--- config.mk ---
export PLATFORM = sky130hd
export DESIGN_NAME = fifo_wr_arb
export DESIGN_NICKNAME = d
export VERILOG_FILES = /design/src/rtl/fifo_arb_pkg.sv /design/src/rtl/fifo_rr_pick.sv /design/src/rtl/fifo_wr_arb.sv
export SDC_FILE = /design/constraint.sdc
export NUM_CORES = 1
export LEC_CHECK = 0
export CAP_MARGIN = 20
export CORE_AREA = 3 3 59 61
export DETAILED_ROUTE_END_ITERATION = 8
export DIE_AREA = 0 0 62 64
export GPL_TIMING_DRIVEN = 0
export PLACE_DENSITY = 0.75
export SLEW_MARGIN = 20
export SYNTH_ARGS = -nofsm -noshare
export SYNTH_HDL_FRONTEND = slang
export SYNTH_SLANG_ARGS = --single-unit
--- constraint.sdc ---
create_clock -name clk -period 2.35 [get_ports clk]
set_input_delay 0.3525 -clock clk [delete_from_list [all_inputs] [get_ports clk]]
set_output_delay 0.3525 -clock clk [all_outputs]
set_load 0.02 [all_outputs]
--- src/rtl/fifo_arb_pkg.sv ---
// Shared types and helpers for the FIFO port arbiters.
// The FIFO data width lives in the shared FIFO define. It is guarded so that
// an existing project-wide definition takes precedence.
`ifndef FIFO_DATA_W
`define FIFO_DATA_W 8
`endif

package fifo_arb_pkg;

  // Arbiter FSM states
  typedef enum logic [1:0] {
    IDLE  = 2'd0,
    GRANT = 2'd1,
    STALL = 2'd2
  } arb_state_e;

  // Width of a grant index for n requesters (at least one bit)
  function automatic int unsigned id_width(input int unsigned n);
    return (n > 32'd1) ? $clog2(n) : 32'd1;
  endfunction

endpackage

--- src/rtl/fifo_rr_pick.sv ---
// Combinational round-robin pick: returns the first asserted request found
// when searching upward from (last_grant + 1), wrapping from NUM_REQ-1 to 0.
// The last granted requester is checked last, so a lone requester still wins.
module fifo_rr_pick #(
  parameter int NUM_REQ = 4,
  parameter int ID_W    = 2
) (
  input  logic [NUM_REQ-1:0] i_req,
  input  logic [ID_W-1:0]    i_last_grant,
  output logic               o_found,
  output logic [ID_W-1:0]    o_index
);

  int              w_sum;
  logic [ID_W-1:0] w_cand;

  // Walk the candidates in priority order and latch onto the first hit
  always_comb begin
    o_found = 1'b0;
    o_index = {ID_W{1'b0}};
    w_sum   = 0;
    w_cand  = {ID_W{1'b0}};
    for (int k = 1; k <= NUM_REQ; k++) begin
      w_sum   = int'(i_last_grant) + k;
      w_sum   = (w_sum >= NUM_REQ) ? (w_sum - NUM_REQ) : w_sum;
      w_cand  = ID_W'(w_sum);
      o_index = (!o_found && i_req[w_cand]) ? w_cand : o_index;
      o_found = o_found | i_req[w_cand];
    end
  end

endmodule

--- src/rtl/fifo_wr_arb.sv ---
// Round-robin write-port arbiter: shares one FIFO write port among NUM_REQ
// valid/ready requesters, granting bursts of up to BURST_LEN beats. The FIFO
// write strobe and data are registered, so a beat accepted at one edge is
// written during the following cycle. Acceptance is throttled on the FIFO
// full / almost-full flags so the FIFO can never overflow.
module fifo_wr_arb
  import fifo_arb_pkg::*;
#(
  parameter  int DATA_W    = `FIFO_DATA_W,
  parameter  int NUM_REQ   = 4,
  parameter  int BURST_LEN = 4,
  localparam int ID_W      = id_width(NUM_REQ)
) (
  input  logic                      clk,
  input  logic                      rst,
  input  logic [NUM_REQ-1:0]        req_valid,
  input  logic [NUM_REQ*DATA_W-1:0] req_data,
  output logic [NUM_REQ-1:0]        req_ready,
  input  logic                      fifo_full,
  input  logic                      fifo_alm_full,
  output logic                      fifo_wren,
  output logic [DATA_W-1:0]         fifo_wrdata,
  output logic [ID_W-1:0]           grant_id,
  output logic                      busy
);

  localparam int CNT_W = $clog2(BURST_LEN + 1);

  arb_state_e         r_state;
  logic [ID_W-1:0]    r_grant;
  logic [ID_W-1:0]    r_last;
  logic [CNT_W-1:0]   r_burst;
  logic               r_wren;
  logic [DATA_W-1:0]  r_wrdata;

  logic               w_can_accept;
  logic               w_xfer;
  logic               w_cur_valid;
  logic               w_found;
  logic               w_burst_done;
  logic [ID_W-1:0]    w_pick;
  logic [CNT_W-1:0]   w_burst_nxt;
  logic [NUM_REQ-1:0] w_ready;
  logic [DATA_W-1:0]  w_beat;

  // With one entry left, a write already in flight would consume it, so
  // almost-full only blocks acceptance while the strobe is high.
  assign w_can_accept = !fifo_full && !(fifo_alm_full && r_wren);

  // Steer ready, valid and data of the granted requester
  always_comb begin
    w_ready     = {NUM_REQ{1'b0}};
    w_beat      = {DATA_W{1'b0}};
    w_cur_valid = 1'b0;
    for (int i = 0; i < NUM_REQ; i++) begin
      if (r_grant == ID_W'(i)) begin
        w_beat      = req_data[i*DATA_W +: DATA_W];
        w_cur_valid = req_valid[i];
        w_ready[i]  = (r_state == GRANT) && w_can_accept;
      end else begin
        w_ready[i]  = 1'b0;
      end
    end
  end

  assign w_xfer       = |(req_valid & w_ready);
  assign w_burst_nxt  = r_burst + CNT_W'(1);
  assign w_burst_done = (w_burst_nxt == CNT_W'(BURST_LEN));

  fifo_rr_pick #(
    .NUM_REQ (NUM_REQ),
    .ID_W    (ID_W)
  ) u_pick (
    .i_req        (req_valid),
    .i_last_grant (r_last),
    .o_found      (w_found),
    .o_index      (w_pick)
  );

  // Arbitration FSM: IDLE picks a requester, GRANT streams a burst, STALL
  // waits for both FIFO flags to clear before resuming the same burst
  always_ff @(posedge clk or posedge rst) begin
    if (rst) begin
      r_state <= IDLE;
      r_grant <= {ID_W{1'b0}};
      r_last  <= ID_W'(NUM_REQ - 1);
      r_burst <= {CNT_W{1'b0}};
    end else begin
      case (r_state)
        IDLE: begin
          if (w_found) begin
            r_grant <= w_pick;
            r_burst <= {CNT_W{1'b0}};
            r_state <= GRANT;
          end
        end
        GRANT: begin
          if (w_xfer) begin
            r_burst <= w_burst_nxt;
            // The last beat wins over a simultaneous full: rotate, not stall
            if (w_burst_done) begin
              r_last  <= r_grant;
              r_state <= IDLE;
            end
          end else if (!w_cur_valid) begin
            r_last  <= r_grant;
            r_state <= IDLE;
          end else if (fifo_full) begin
            r_state <= STALL;
          end
        end
        STALL: begin
          if (!fifo_full && !fifo_alm_full) begin
            r_state <= GRANT;
          end
        end
        default: begin
          r_state <= IDLE;
        end
      endcase
    end
  end

  // Registered FIFO write port; data holds its last value between writes
  always_ff @(posedge clk or posedge rst) begin
    if (rst) begin
      r_wren   <= 1'b0;
      r_wrdata <= {DATA_W{1'b0}};
    end else begin
      r_wren <= w_xfer;
      if (w_xfer) begin
        r_wrdata <= w_beat;
      end
    end
  end

  assign req_ready   = w_ready;
  assign fifo_wren   = r_wren;
  assign fifo_wrdata = r_wrdata;
  assign grant_id    = r_grant;
  assign busy        = (r_state != IDLE);

endmodule

==> key figures, run 1 <==
Worst setup path
  – Worst endpoint data arrival time: 1890 ps
  – Reg2reg path depth: 6
  – Worst r2r src: grant_id[0]
  – Critical Path End Type: output pin
  – Crit-path max FO: 5
  – Crit-path max cell delay: 620 ps
  – Critical Path, Cell by Cell: clkdlybuf4s50_1, a21oi_2, and4_1, clkdlybuf4s50_1
  – R2R Path End: fifo_wrdata[7]
  – Slowest-stage cell, CP: clkdlybuf4s50_1
  – Most common cell on crit path: clkdlybuf4s50_1
  – CP Launch Type: input pin
  – Req. time, crit path: 2000 ps
  – WS Path Type: in -> out
  – R2r setup slk: about 420 ps

Timing
  – # setup viols final: 0
  – Max Slew Vio Count: 0
  – Tmin final: 2240 ps
  – Hold Slack: 457 ps
  – Rel. slew slack: about half
  – Fin. Hold Viols: 0
  – Clk_skew: 6.75 ps
  – RSZ-0062 raised after global routing: false
  – Fmax: 446 MHz
  – Final worst-path cycle share: 95.3%
  – Setup ws final: 110 ps
  – Slew @ Worst Pin: between 700 and 800 ps

Power
  – Worst IR Drop VDD: 0.000419 V
  – Pwr Density: approximately 1100 nW/um^2
  – Leakage power: 0.751 nW

Clocking
  – Clk slew on worst S/H paths: roughly 110 ps
  – Sink Count: 18
  – CTS Buffer Depth: 2
  – Clock Latency Late Sink: 300 ps
  – TritonCTS clock tree: done
  – Root buf cell: clkbuf_4
  – Clock buffer count from CTS: 3
  – Post-cts hold buffer count: 0
  – Htree depth: 1

Final layout
  – Area taken by multi-input logic gates: 661 sq um
  – Area grow syn2layout: 54.8%
  – Diodes inserted: 0
  – Layout cells sized above 1: 20.8%
  – Post-route cell area: 1810 sq um
  – Finished Core Util: 59.7%
  – Fillers: around 250
  – Most common cell after layout, fill and taps aside: clkdlybuf4s50_1
  – Final nets: 197
  – Most frequent cells in the layout: clkdlybuf4s50_1 (52), dfrtp_1 (15), mux2_4 (6), inv_1 (6), o21ai_0 (6)
  – Register area: about 450 sq um

Yosys
  – Synth Flop Type: dfrtp_1
  – Yosys reg bits: 18
  – Synth unique cells: 34
  – Yosys synthesis warning count: 0
  – Mean Syn Cell Area: 12.0 sq um
  – Syn Nets: 139
  – Post-Syn Area: 1170 sq um
  – Number of synthesized flops with an enable pin: 0
  – Post-synthesis sequential area ratio: 38.8%
  – Ys async rst share: 100%
  – Cell count after synthesis: 97

Die
  – Die ar.: 3970 sq um
  – Site Rows: 20
  – Die Y: 64 microns
  – I/O pins: 56
  – Core area: between 3000 and 4000 sq um
  – Die Span X: around 62 microns
  – Starting Density: around 39%

Route
  – Initial DRC Count: 23
  – Routed len/inst: between 15 and 20 microns
  – Via count: 1028
  – DRC errors left: 0
  – Drt total wl: around 3.2 mm
  – Final ANT Viol Nets: 0
  – Initial DRT Pass Iterations: 4
  – Via density: 5.19

GRT
  – Largest net degree at the start of global routing: 19
  – Aggregate global routing overflow: 0
  – Initial antenna violation count: 0
  – GRT Total Usage: 16.8%
  – Number of global-route vias before repair: approximately 1100
  – First-pass GRT wire length: 5.06 mm

Placement
  – # port buffers: 55
  – DP Area: 1770 sq um
  – Post-placement setup slack: -200 ps
  – DP HPWL: 2.59 mm
  – Final GP Congestion: 0.840

Hold path
  – Worst hold path class: in -> async

Run status
  – Run status: completed

Flow run
  – Max-cap viol count: 0
timing repair:
item                       4_1_cts  5_1_grt
setup endpoints to repair        4        1
pin swaps                        0        0
gates resized for setup          6        1
buffers inserted                 0        0
layer usage:
layer / global-route usage [%] / share of wire [%]
met5: 0 / 0
met1: 20.1 / 41
met4: 3.98 / 0.84
met3: 4.24 / 12
met2: 29.0 / 46
metrics by stage:
stage,setup TNS (ps),instances,power (mW)
6_report,0,198,1.98
3_3_place_gp,-517,196,1.77
3_5_place_dp,-568,196,1.81
4_1_cts,0,198,2.00
5_1_grt,0,198,2.13
2_1_floorplan,0,97,1.35
cell usage after synthesis, types with 2 or more instances:
cell type / instances / area, sq um
a21oi_1: 4 / 20.0
a31oi_1: 2 / 12.5
buf_6: 2 / 22.5
clkbuf_1: 3 / 11.3
dfrtp_1: 16 / 400
dfstp_2: 2 / 52.6
ha_1: 2 / 25.0
inv_1: 6 / 22.5
mux2_2: 4 / 45.0
mux2_4: 6 / 90.1
mux4_1: 4 / 105
mux4_2: 5 / 113
nand2_1: 4 / 15.0
nand2b_1: 3 / 18.8
nand3_1: 2 / 10.0
nand4_1: 2 / 12.5
nor2_1: 4 / 15.0
nor2b_1: 2 / 12.5
nor3b_1: 2 / 15.0
o21ai_0: 6 / 30.0
o221ai_1: 2 / 17.5
or2_2: 2 / 12.5
layout make-up:
| class | count | share of cell area (%) |
|---|---|---|
| multi-input combinational | 67 | 36.6 |
| timing repair buffer | 55 | 30.3 |
| sequential | 18 | 25.1 |
| tap | 44 | 3.05 |
| clock buffer | 4 | 2.01 |
| buffer | 3 | 1.52 |
| inverter | 7 | 1.45 |
state kept, by name (all words and copies together), names as in the netlist:
signal,count
fifo_wrdata,8
fifo_wren,1
grant_id,2
r_burst,3
r_last,2
r_state,2
critical path: cells and delay by family:
kind                   cells  cell delay, ps
AO/OA/AOI/OAI              1             240
buffers and inverters      2            1080
AND/OR/NAND/NOR            1             220
worst max-delay path by stage:
stage	startpoint	depth (start not counted)	endpoint
finish	fifo_full	4	req_ready[3]
CTS	grant_id[1]	3	req_ready[3]
detailed placement	fifo_full	5	req_ready[1]
floorplan	grant_id[1]	3	req_ready[2]
global route	r_state[0]	3	req_ready[3]
global placement	fifo_full	5	req_ready[1]
power by group:
part | total [mW] | switching [mW] | internal [mW]
combinational | 1.20 | 0.544 | 0.656
sequential | 0.589 | 0.119 | 0.470
clock | 0.196 | 0.101 | 0.0945
total | 1.98 | 0.765 | 1.22
kinds of logic (layout without fill, tap and decap cells):
family                   count (synthesis)  count (layout)  synth area share (%)
AO/OA/AOI/OAI                           18              18                  9.65
XOR/XNOR                                 1               1                 0.750
adder cells (fa/ha/maj)                  2               2                  2.14
buffers and inverters                   12              69                  5.14
flip-flops                              18              18                  38.8
multiplexers                            19              19                  30.2
AND/OR/NAND/NOR                         27              27                  13.3
No activity file was read; power rests on OpenSTA's default activity.
==> run 2, diff against run 1 <==
- SLEW_MARGIN: 20 -> default
==> results of run 2 <==
No change in the layout: final DEF, timing and power equal those of run 1.
